==> config.mk <==
export PLATFORM = sky130hd
export DESIGN_NAME = ifetch_prefetch_buffer
export DESIGN_NICKNAME = d
export VERILOG_FILES = /design/src/rtl/cpu_pkg.sv /design/src/rtl/sync_fifo.sv /design/src/rtl/ifetch_prefetch_buffer.sv
export SDC_FILE = /design/constraint.sdc
export NUM_CORES = 1
export LEC_CHECK = 0
export ABC_AREA = 1
export CAP_MARGIN = 5
export CORE_MARGIN = 2
export CORE_UTILIZATION = 51
export DETAILED_ROUTE_END_ITERATION = 10
export GPL_TIMING_DRIVEN = 0
export PLACE_DENSITY_LB_ADDON = 0.12
export SLEW_MARGIN = 15
export SYNTH_ARGS = -nofsm -noshare
export SYNTH_HDL_FRONTEND = slang
export SYNTH_HIERARCHICAL = 1
export SYNTH_SLANG_ARGS = --single-unit
==> constraint.sdc <==
create_clock -name clk -period 4.6 [get_ports clk]
set_input_delay 0.69 -clock clk [delete_from_list [all_inputs] [get_ports clk]]
set_output_delay 0.69 -clock clk [all_outputs]
set_load 0.01 [all_outputs]
==> src/rtl/cpu_pkg.sv <==
// Shared CPU definitions: datapath width, reset PC, canonical nop and the
// {pc, instr} record that travels from instruction fetch into IF/ID.
package cpu_pkg;

    localparam int XLEN = 32;
    localparam logic [XLEN-1:0] RESET_PC  = 32'h0000_0000;
    localparam logic [XLEN-1:0] NOP_INSTR = 32'h0000_0013;  // addi x0, x0, 0

    typedef struct packed {
        logic [XLEN-1:0] pc;
        logic [XLEN-1:0] instr;
    } fetch_entry_t;

endpackage

==> src/rtl/sync_fifo.sv <==
// Synchronous circular-buffer FIFO with wrapping read/write pointers.
// DEPTH must be a power of two so the pointers wrap without compare logic.
// clear empties the FIFO and overrides any push or pop in the same cycle.
// Push while full is accepted only together with a pop (occupancy unchanged).
module sync_fifo #(
    parameter int  DEPTH = 4,
    parameter type T     = logic [7:0]
) (
    input  logic                         clk,
    input  logic                         rst,
    input  logic                         push,
    input  T                             wdata,
    input  logic                         pop,
    input  logic                         clear,
    output T                             rdata,
    output logic                         full,
    output logic                         empty,
    output logic [$clog2(DEPTH+1)-1:0]   count
);

    localparam int PW = $clog2(DEPTH);
    localparam int CW = $clog2(DEPTH+1);

    T              mem [DEPTH];
    logic [PW-1:0] wr_ptr;
    logic [PW-1:0] rd_ptr;
    logic [CW-1:0] cnt;
    logic          do_push;
    logic          do_pop;

    assign empty   = (cnt == '0);
    assign full    = (cnt == CW'(DEPTH));
    assign do_pop  = pop && !clear && !empty;
    assign do_push = push && !clear && (!full || do_pop);
    assign rdata   = mem[rd_ptr];
    assign count   = cnt;

    // Pointer and occupancy bookkeeping; clear behaves like a local reset.
    always_ff @(posedge clk) begin
        if (rst || clear) begin
            wr_ptr <= '0;
            rd_ptr <= '0;
            cnt    <= '0;
        end else begin
            if (do_push) wr_ptr <= wr_ptr + PW'(1);
            if (do_pop)  rd_ptr <= rd_ptr + PW'(1);
            if (do_push && !do_pop)      cnt <= cnt + CW'(1);
            else if (!do_push && do_pop) cnt <= cnt - CW'(1);
        end
    end

    // Entry storage; contents are don't-care until written, so no reset.
    always_ff @(posedge clk) begin
        if (do_push) mem[wr_ptr] <= wdata;
    end

endmodule

==> src/rtl/ifetch_prefetch_buffer.sv <==
// Instruction-fetch prefetch buffer. Issues sequential word fetches to a
// handshaked instruction memory, queues the returned words with their PCs
// and hands them to IF/ID one per cycle. A redirect from ID/EX flushes the
// queue and marks every fetch still in flight to be dropped on return.
//
// Handshakes: a memory fetch is issued when mem_req && mem_gnt in the same
// cycle; each grant returns exactly one mem_rvalid, in order, at least one
// cycle later. Towards IF/ID an entry transfers when fetch_valid &&
// fetch_ready; fetch_valid does not depend on fetch_ready.
module ifetch_prefetch_buffer #(
    parameter int              DEPTH    = 4,
    parameter int              XLEN     = cpu_pkg::XLEN,
    parameter logic [XLEN-1:0] RESET_PC = cpu_pkg::RESET_PC
) (
    input  logic            clk,
    input  logic            rst,
    output logic            mem_req,
    output logic [XLEN-1:0] mem_addr,
    input  logic            mem_gnt,
    input  logic            mem_rvalid,
    input  logic [XLEN-1:0] mem_rdata,
    input  logic            redirect,
    input  logic [XLEN-1:0] redirect_pc,
    output logic            fetch_valid,
    output logic [XLEN-1:0] fetch_pc,
    output logic [XLEN-1:0] fetch_instr,
    input  logic            fetch_ready
);

    import cpu_pkg::*;

    localparam int CW  = $clog2(DEPTH+1);
    localparam int CWP = CW + 1;
    localparam logic [XLEN-1:0] RESET_PC_ALIGNED = {RESET_PC[XLEN-1:2], 2'b00};

    logic [CW-1:0]   occupancy;
    logic [CW-1:0]   inflight;
    logic [CW-1:0]   drop_cnt;
    logic [CWP-1:0]  pending;
    logic [XLEN-1:0] next_pc;
    logic [XLEN-1:0] resp_pc;
    logic [XLEN-1:0] target_pc;
    logic            issue;
    logic            resp;
    logic            push;
    logic            pop;
    logic            q_empty;
    logic            q_full;
    logic            unused_pc_bits;
    fetch_entry_t    head;
    fetch_entry_t    wentry;

    // The low two bits of the redirect target are ignored: fetch is word-aligned.
    assign target_pc      = {redirect_pc[XLEN-1:2], 2'b00};
    assign unused_pc_bits = ^redirect_pc[1:0];

    // Queued entries plus outstanding fetches never exceed DEPTH, so every
    // returning word is guaranteed a slot without a full check at push time.
    assign pending = {1'b0, occupancy} + {1'b0, inflight};
    assign mem_req  = !rst && !redirect && (pending < CWP'(DEPTH));
    assign mem_addr = next_pc;
    assign issue    = mem_req && mem_gnt;

    // A stray rvalid with nothing outstanding is ignored (and flagged below).
    assign resp = mem_rvalid && (inflight != '0);
    assign push = resp && (drop_cnt == '0) && !redirect;

    assign fetch_valid = !q_empty && !redirect;
    assign pop         = fetch_valid && fetch_ready;
    assign fetch_pc    = q_empty ? RESET_PC  : head.pc;
    assign fetch_instr = q_empty ? NOP_INSTR : head.instr;

    assign wentry = {resp_pc, mem_rdata};

    sync_fifo #(
        .DEPTH (DEPTH),
        .T     (fetch_entry_t)
    ) u_queue (
        .clk   (clk),
        .rst   (rst),
        .push  (push),
        .wdata (wentry),
        .pop   (pop),
        .clear (redirect),
        .rdata (head),
        .full  (q_full),
        .empty (q_empty),
        .count (occupancy)
    );

    // Outstanding-fetch count: +1 per grant, -1 per returned word.
    always_ff @(posedge clk) begin
        if (rst) begin
            inflight <= '0;
        end else begin
            case ({issue, resp})
                2'b10:   inflight <= inflight + CW'(1);
                2'b01:   inflight <= inflight - CW'(1);
                default: inflight <= inflight;
            endcase
        end
    end

    // Drop count and PC registers; a redirect re-arms the drop count from
    // whatever is still outstanding once this cycle's return is accounted for.
    always_ff @(posedge clk) begin
        if (rst) begin
            drop_cnt <= '0;
            next_pc  <= RESET_PC_ALIGNED;
            resp_pc  <= RESET_PC_ALIGNED;
        end else if (redirect) begin
            drop_cnt <= resp ? (inflight - CW'(1)) : inflight;
            next_pc  <= target_pc;
            resp_pc  <= target_pc;
        end else begin
            if (resp && (drop_cnt != '0)) drop_cnt <= drop_cnt - CW'(1);
            if (issue) next_pc <= next_pc + XLEN'(4);
            if (push)  resp_pc <= resp_pc + XLEN'(4);
        end
    end

    // Protocol sanity: returns must match a fetch, and the issue cap must hold.
    always_ff @(posedge clk) begin
        if (!rst) begin
            assert (!(mem_rvalid && (inflight == '0)))
                else $error("ifetch: rvalid with no fetch outstanding");
            assert (!(push && q_full && !pop))
                else $error("ifetch: push into full queue");
        end
    end

endmodule
Yosys cells after proc, flatten, opt, wreduce, memory -nomap -nowiden
Memories as Yosys holds them, arrays and structs flattened. A register that Yosys moved wholly into a read port is not among the register bits.
Index checks and enable logic that the tools add are counted.
{"block": "totals", "input_bits": 70, "ramBits": 256, "word_cells": 73, "regBits": 77, "memories": 1, "output_inout_bits": 98}
{"block": "op_classes", "n_eq_ne": 3, "magnitude_cmp": 1, "muxes": 16, "reduce_logical": 33, "addsub": 10}
{"name": "u_queue.mem", "words": 4, "width": 64, "rd": 1, "rd_clocked_by_memory_dff": 1, "wr": 1, "line": "sync_fifo.sv:24", "source": "T mem [DEPTH];"}
{"operator": "2-to-1 mux 32 bit", "n": 6}
{"operator": "adder 32 x 3 -> 32 bit (second input constant)", "n": 2}
{"operator": "logical AND 1 bit", "n": 15}
{"operator": "2-to-1 mux 3 bit", "n": 5}
{"operator": "nonzero test 2 bit", "n": 5}
{"operator": "subtractor 3 x 1 -> 3 bit (second input constant)", "n": 3}
{"operator": "adder 3 x 1 -> 3 bit (second input constant)", "n": 2}
{"operator": "zero test 1 bit", "n": 6}
{"operator": "zero test 3 bit", "n": 2}
{"operator": "one-hot mux 3 bit (2 select lines)", "n": 1}
{"operator": "nonzero test 3 bit", "n": 2}
{"operator": "adder 2 x 1 -> 2 bit (second input constant)", "n": 2}
{"operator": "adder 3 x 3 -> 4 bit", "n": 1}
{"operator": "< comparator 4 x 3 -> 1 bit (second input constant)", "n": 1}
{"operator": "2-to-1 mux 2 bit", "n": 2}
{"operator": "== test 3 bit (second input constant)", "n": 1}
{"operator": "== test 2 x 1 -> 1 bit (second input constant)", "n": 1}
{"operator": "== test 2 bit (second input constant)", "n": 1}
{"operator": "logical OR 1 bit", "n": 2}
{"operator": "2-to-1 mux 1 bit", "n": 2}
{"operator": "OR reduction 2 bit", "n": 1}

Longest topological paths before layout
{"block": "depth", "word_depth": 12, "ltp_mapped": 21, "mapped_depth_nobuf": 20}

Cells and area by module
The synthesis kept the hierarchy.
{"mod": "sync_fifo", "n_inst": 1, "area_each_um2": 10008.3, "cells_each": 695, "seq_area_each_um2": 7867.5}
{"mod": "ifetch_prefetch_buffer", "n_inst": 1, "area_each_um2": 5144.9, "cells_each": 894, "seq_area_each_um2": 1321.3}

Worst setup path before layout
OpenSTA, ideal clock, no wires.
{"block": "synth_timing", "kind": "reg2reg", "from": "register inflight[0]", "to": "memory u_queue/mem[0][0] (netlist bit), enable pin", "slack_ps": -207, "arrival_time_ps": 4321, "stages_incl_launch_ff": 13, "setup_time_ps": 486, "required_ps": 4114, "period_less_slack_ps": 4807, "n_path_buf": 1, "cell_sequence": "dfxtp_1 inv_1 ha_1 nand2_1 nand2_2 inv_4 nand3_4 nor2_4 buf_6 inv_1 nor2_1 nand2_1 nor2_1"}
{"block": "synth_via", "elab_chain_len": 8}
{"item": "start: declaration", "line": "ifetch_prefetch_buffer.sv:37", "source": "logic [CW-1:0] inflight;"}
{"item": "start signal: assignment", "line": "ifetch_prefetch_buffer.sv:97", "source": "2'b10: inflight <= inflight + CW'(1);"}
{"item": "start signal: assignment", "line": "ifetch_prefetch_buffer.sv:98", "source": "2'b01: inflight <= inflight - CW'(1);"}
{"item": "start signal: assignment", "line": "ifetch_prefetch_buffer.sv:99", "source": "default: inflight <= inflight;"}
{"item": "nonzero test 3 bit", "line": "ifetch_prefetch_buffer.sv:65", "source": "assign resp = mem_rvalid && (inflight != '0);"}
{"item": "logical AND 1 bit", "line": "ifetch_prefetch_buffer.sv:65"}
{"item": "logical AND 1 bit (2 in series)", "line": "ifetch_prefetch_buffer.sv:66", "source": "assign push = resp && (drop_cnt == '0) && !redirect;"}
{"item": "via push", "line": "ifetch_prefetch_buffer.sv:45", "source": "logic push;"}
{"item": "logical AND 1 bit (2 in series)", "line": "sync_fifo.sv:34", "source": "assign do_push = push && !clear && (!full || do_pop);"}
{"item": "2-to-1 mux 1 bit", "line": "sync_fifo.sv:54", "source": "if (do_push) mem[wr_ptr] <= wdata;"}
{"item": "2-to-1 mux 1 bit (implied by the code)", "line": "sync_fifo.sv:54"}
{"item": "end: declaration", "line": "sync_fifo.sv:24"}
The timed path passes the listed nets, and every way through them passes these cells.

Worst setup path in the final report
{"block": "layout_timing", "from": "register u_queue.cnt[1] (netlist: u_queue/count[1])", "to": "output port fetch_pc[24]"}
{"block": "layout_via", "elab_chain_len": 2}
{"item": "start: declaration", "line": "sync_fifo.sv:27", "source": "logic [CW-1:0] cnt;"}
{"item": "start signal: assignment", "line": "sync_fifo.sv:47", "source": "if (do_push && !do_pop) cnt <= cnt + CW'(1);"}
{"item": "start signal: assignment", "line": "sync_fifo.sv:48", "source": "else if (!do_push && do_pop) cnt <= cnt - CW'(1);"}
{"item": "zero test 3 bit", "line": "sync_fifo.sv:31", "source": "assign empty = (cnt == '0);"}
{"item": "via q_empty", "line": "ifetch_prefetch_buffer.sv:47", "source": "logic q_empty;"}
{"item": "2-to-1 mux 32 bit", "line": "ifetch_prefetch_buffer.sv:70", "source": "assign fetch_pc = q_empty ? RESET_PC : head.pc;"}
{"item": "end: declaration", "line": "ifetch_prefetch_buffer.sv:25", "source": "output logic [XLEN-1:0] fetch_pc,"}
The timed path passes the listed nets, and every way through them passes these cells.

==> results.json <==
{
  "setup_violations": 0,
  "critical_path_buf_inv_count": 4,
  "cts_made_buffers": 36,
  "worstPathCellList": "nor2_1 > nand2_1 > inv_1 > clkbuf_1 > clkbuf_1 > nor2_1 > clkdlybuf4s50_1",
  "fin_setup_tns_ns": 0,
  "first_pass_iters": 5,
  "ir_drop_uv": 252,
  "drt_iter0_drc": 827,
  "max_freq_ghz": 0.270,
  "path_class": "register to primary output",
  "synthCells": 1588,
  "finalHoldViolCount": 0,
  "internal_power_mw": 5.16,
  "maxCapViolations": 0,
  "rows": 63,
  "post_cts_buffers": 0,
  "dp_hpwl_um": 26500,
  "post_dp_cell_area_sq_um": 17500,
  "die_x_um": 176,
  "area_growth_syn_to_layout_pct": 22.8,
  "syn_avg_cell_area_sq_um": 9.54,
  "place.gp.congestion": 0.975,
  "powerDensity_nw_per_um2": 367,
  "fin_crit_sh_pct": 80.4,
  "grt_antenna_before_repair": 0,
  "track_usage_pct": 24.9,
  "clockBufferDepth": 3,
  "cts_htree_levels": 2,
  "vias": 11900,
  "max_stage_delay_ns": 0.66,
  "grt_max_degree": 25,
  "rsz0062_at_grt": "false",
  "cts_sinks": 331,
  "dp_slack_ns": 0.431,
  "detail-route-antenna-nets": 0,
  "drt_wl_total_um": 38700,
  "p_sw_mw": 1.68,
  "syn_area_sq_um": 15100,
  "pwr-share-seq_pct": 50.3,
  "cp.arrival_ns": 3.01,
  "die_h_um": 176,
  "core_area_sq_um": 29500,
  "io_pins": 168,
  "postCtsResizedCells": 0,
  "relSlewSlack_pct": 42.7,
  "cp_max_fo": 10,
  "cp_slowest_cell": "clkbuf_1",
  "hold_class": "register to register",
  "leakage_nw": 6.85,
  "period_needed_ns": 3.70,
  "die_area_sq_um": 31100,
  "drc_errors": 0,
  "max_slew.worst_pin.slew_ns": 0.859,
  "fin_hold_ws_ns": 0.515,
  "setup_slack_ns": 0.900,
  "cp_top_family": "buffers and inverters",
  "status": "completed",
  "drv_slew": 0,
  "cp-start-kind": "register",
  "cts_tree": "built",
  "start_util_pct": 51.4,
  "clock-root-buffer": "clkbuf_16",
  "clkPwrFrac_pct": 38.9,
  "drive_above_1_share_pct": 7.52,
  "io_buffers": 163,
  "synth_warnings": 6,
  "clk_latency_ns": 0.53,
  "grt_overflow": 0,
  "final_cell_area_sq_um": 18600,
  "wl_per_cell_um": 17.4,
  "critPathRequiredTime_ns": 3.91,
  "fin_skew_ns": 0.0207,
  "clk_pin_slew_ns": 0.06,
  "viasPerCell": 5.34,
  "finalPower_mw": 6.83,
  "grt_first_pass_wirelength_um": 59900,
  "switching_share_pct": 24.5,
  "final_nets": 1893,
  "combPwrFrac_pct": 10.8,
  "hold_buffers": 0,
  "grt_pass1_vias": 11400,
  "endpoint_kind": "primary output",
  "antenna_cells": 0
}
-- path summary, 6_finish.rpt --
kind	cells past startpoint	endpoint	start	slack, ns
worst max-delay path	7	fetch_pc[24]	u_queue/count[1]$_SDFFE_PP0P_	0.90
worst min-delay path	2	u_queue/rd_ptr[0]$_SDFFE_PP0N_	u_queue/rd_ptr[0]$_SDFFE_PP0N_	0.51
worst max register to register	13	u_queue/mem[0][6]$_DFFE_PP_	inflight[0]$_SDFFE_PP0P_	1.10
worst min register to register	2	u_queue/rd_ptr[0]$_SDFFE_PP0N_	u_queue/rd_ptr[0]$_SDFFE_PP0N_	0.51
-- layout make-up --
class	instances	area (sq um)
clock buffers	45	935
plain buffers	71	452
well taps	390	488
fillers	2420	10900
inverters	174	656
multi-input cells	1021	4920
repair buffers	172	1820
flip-flops and latches	331	9190
clock inverters	21	151
-- per-stage QoR --
stage | cells | util (%)
5_1_grt | 2225 | 63.1
2_1_floorplan | 1597 | -
6_report | 2225 | 63.1
4_1_cts | 2225 | 63.1
3_3_place_gp | 2150 | 58.7
3_5_place_dp | 2159 | 59.4
-- worst reg2reg max path: stages (launching register included) --
cell and delay, ns:
dfxtp_1 0.39, inv_1 0.11, ha_1 0.20, nand2_1 0.07, nand2_2 0.08, inv_4 0.10, nand3_4 0.10, nor2_4 0.26
buf_6 0.22, inv_1 0.05, nor2_1 0.26, nand2_1 0.32, nor2_4 0.71, buf_12 0.29
-- flip-flops by register name (all words and copies together) (netlist names), named ones only --
register        flops
inflight            3
u_queue/wr_ptr      2
drop_cnt            3
u_queue/count       3
resp_pc            30
mem_addr           30
u_queue/rd_ptr      2
u_queue/mem       256
-- cells in the final DEF, fill, tap and decap left out, types with 15 or more instances in the layout --
master	instances
nand3_1	60
o21ai_1	60
clkdlybuf4s50_1	163
dfxtp_1	75
edfxtp_1	256
o21ai_0	108
clkbuf_16	36
nor2_1	287
nand2_1	256
o22ai_1	65
clkbuf_1	41
a31oi_1	17
buf_6	18
ha_1	15
xor2_1	21
a21oi_1	52
inv_1	169
-- power groups by stage --
stage | Clock (mW) | Combinational [mW] | Sequential [mW]
finish | 2.66 | 0.737 | 3.44
global route | 2.83 | 0.815 | 3.45
detailed placement | 0 | 0.735 | 3.50
floorplan | 0 | 0.431 | 3.47
CTS | 2.70 | 0.740 | 3.43
global placement | 0 | 0.711 | 3.50
-- routing by layer --
metal  wire (um)  global-route usage [%]  part of all wire, %  up-vias
met5           0                       0                    0        -
met4        1370                    9.57                  3.5        0
met3        2220                    3.19                  5.7       94
met2       18500                    42.0                   48      404
met1       16500                    33.0                   43     5605
li1            -                       -                    -     5783
Note: power is estimated with default switching activity, not from simulation.
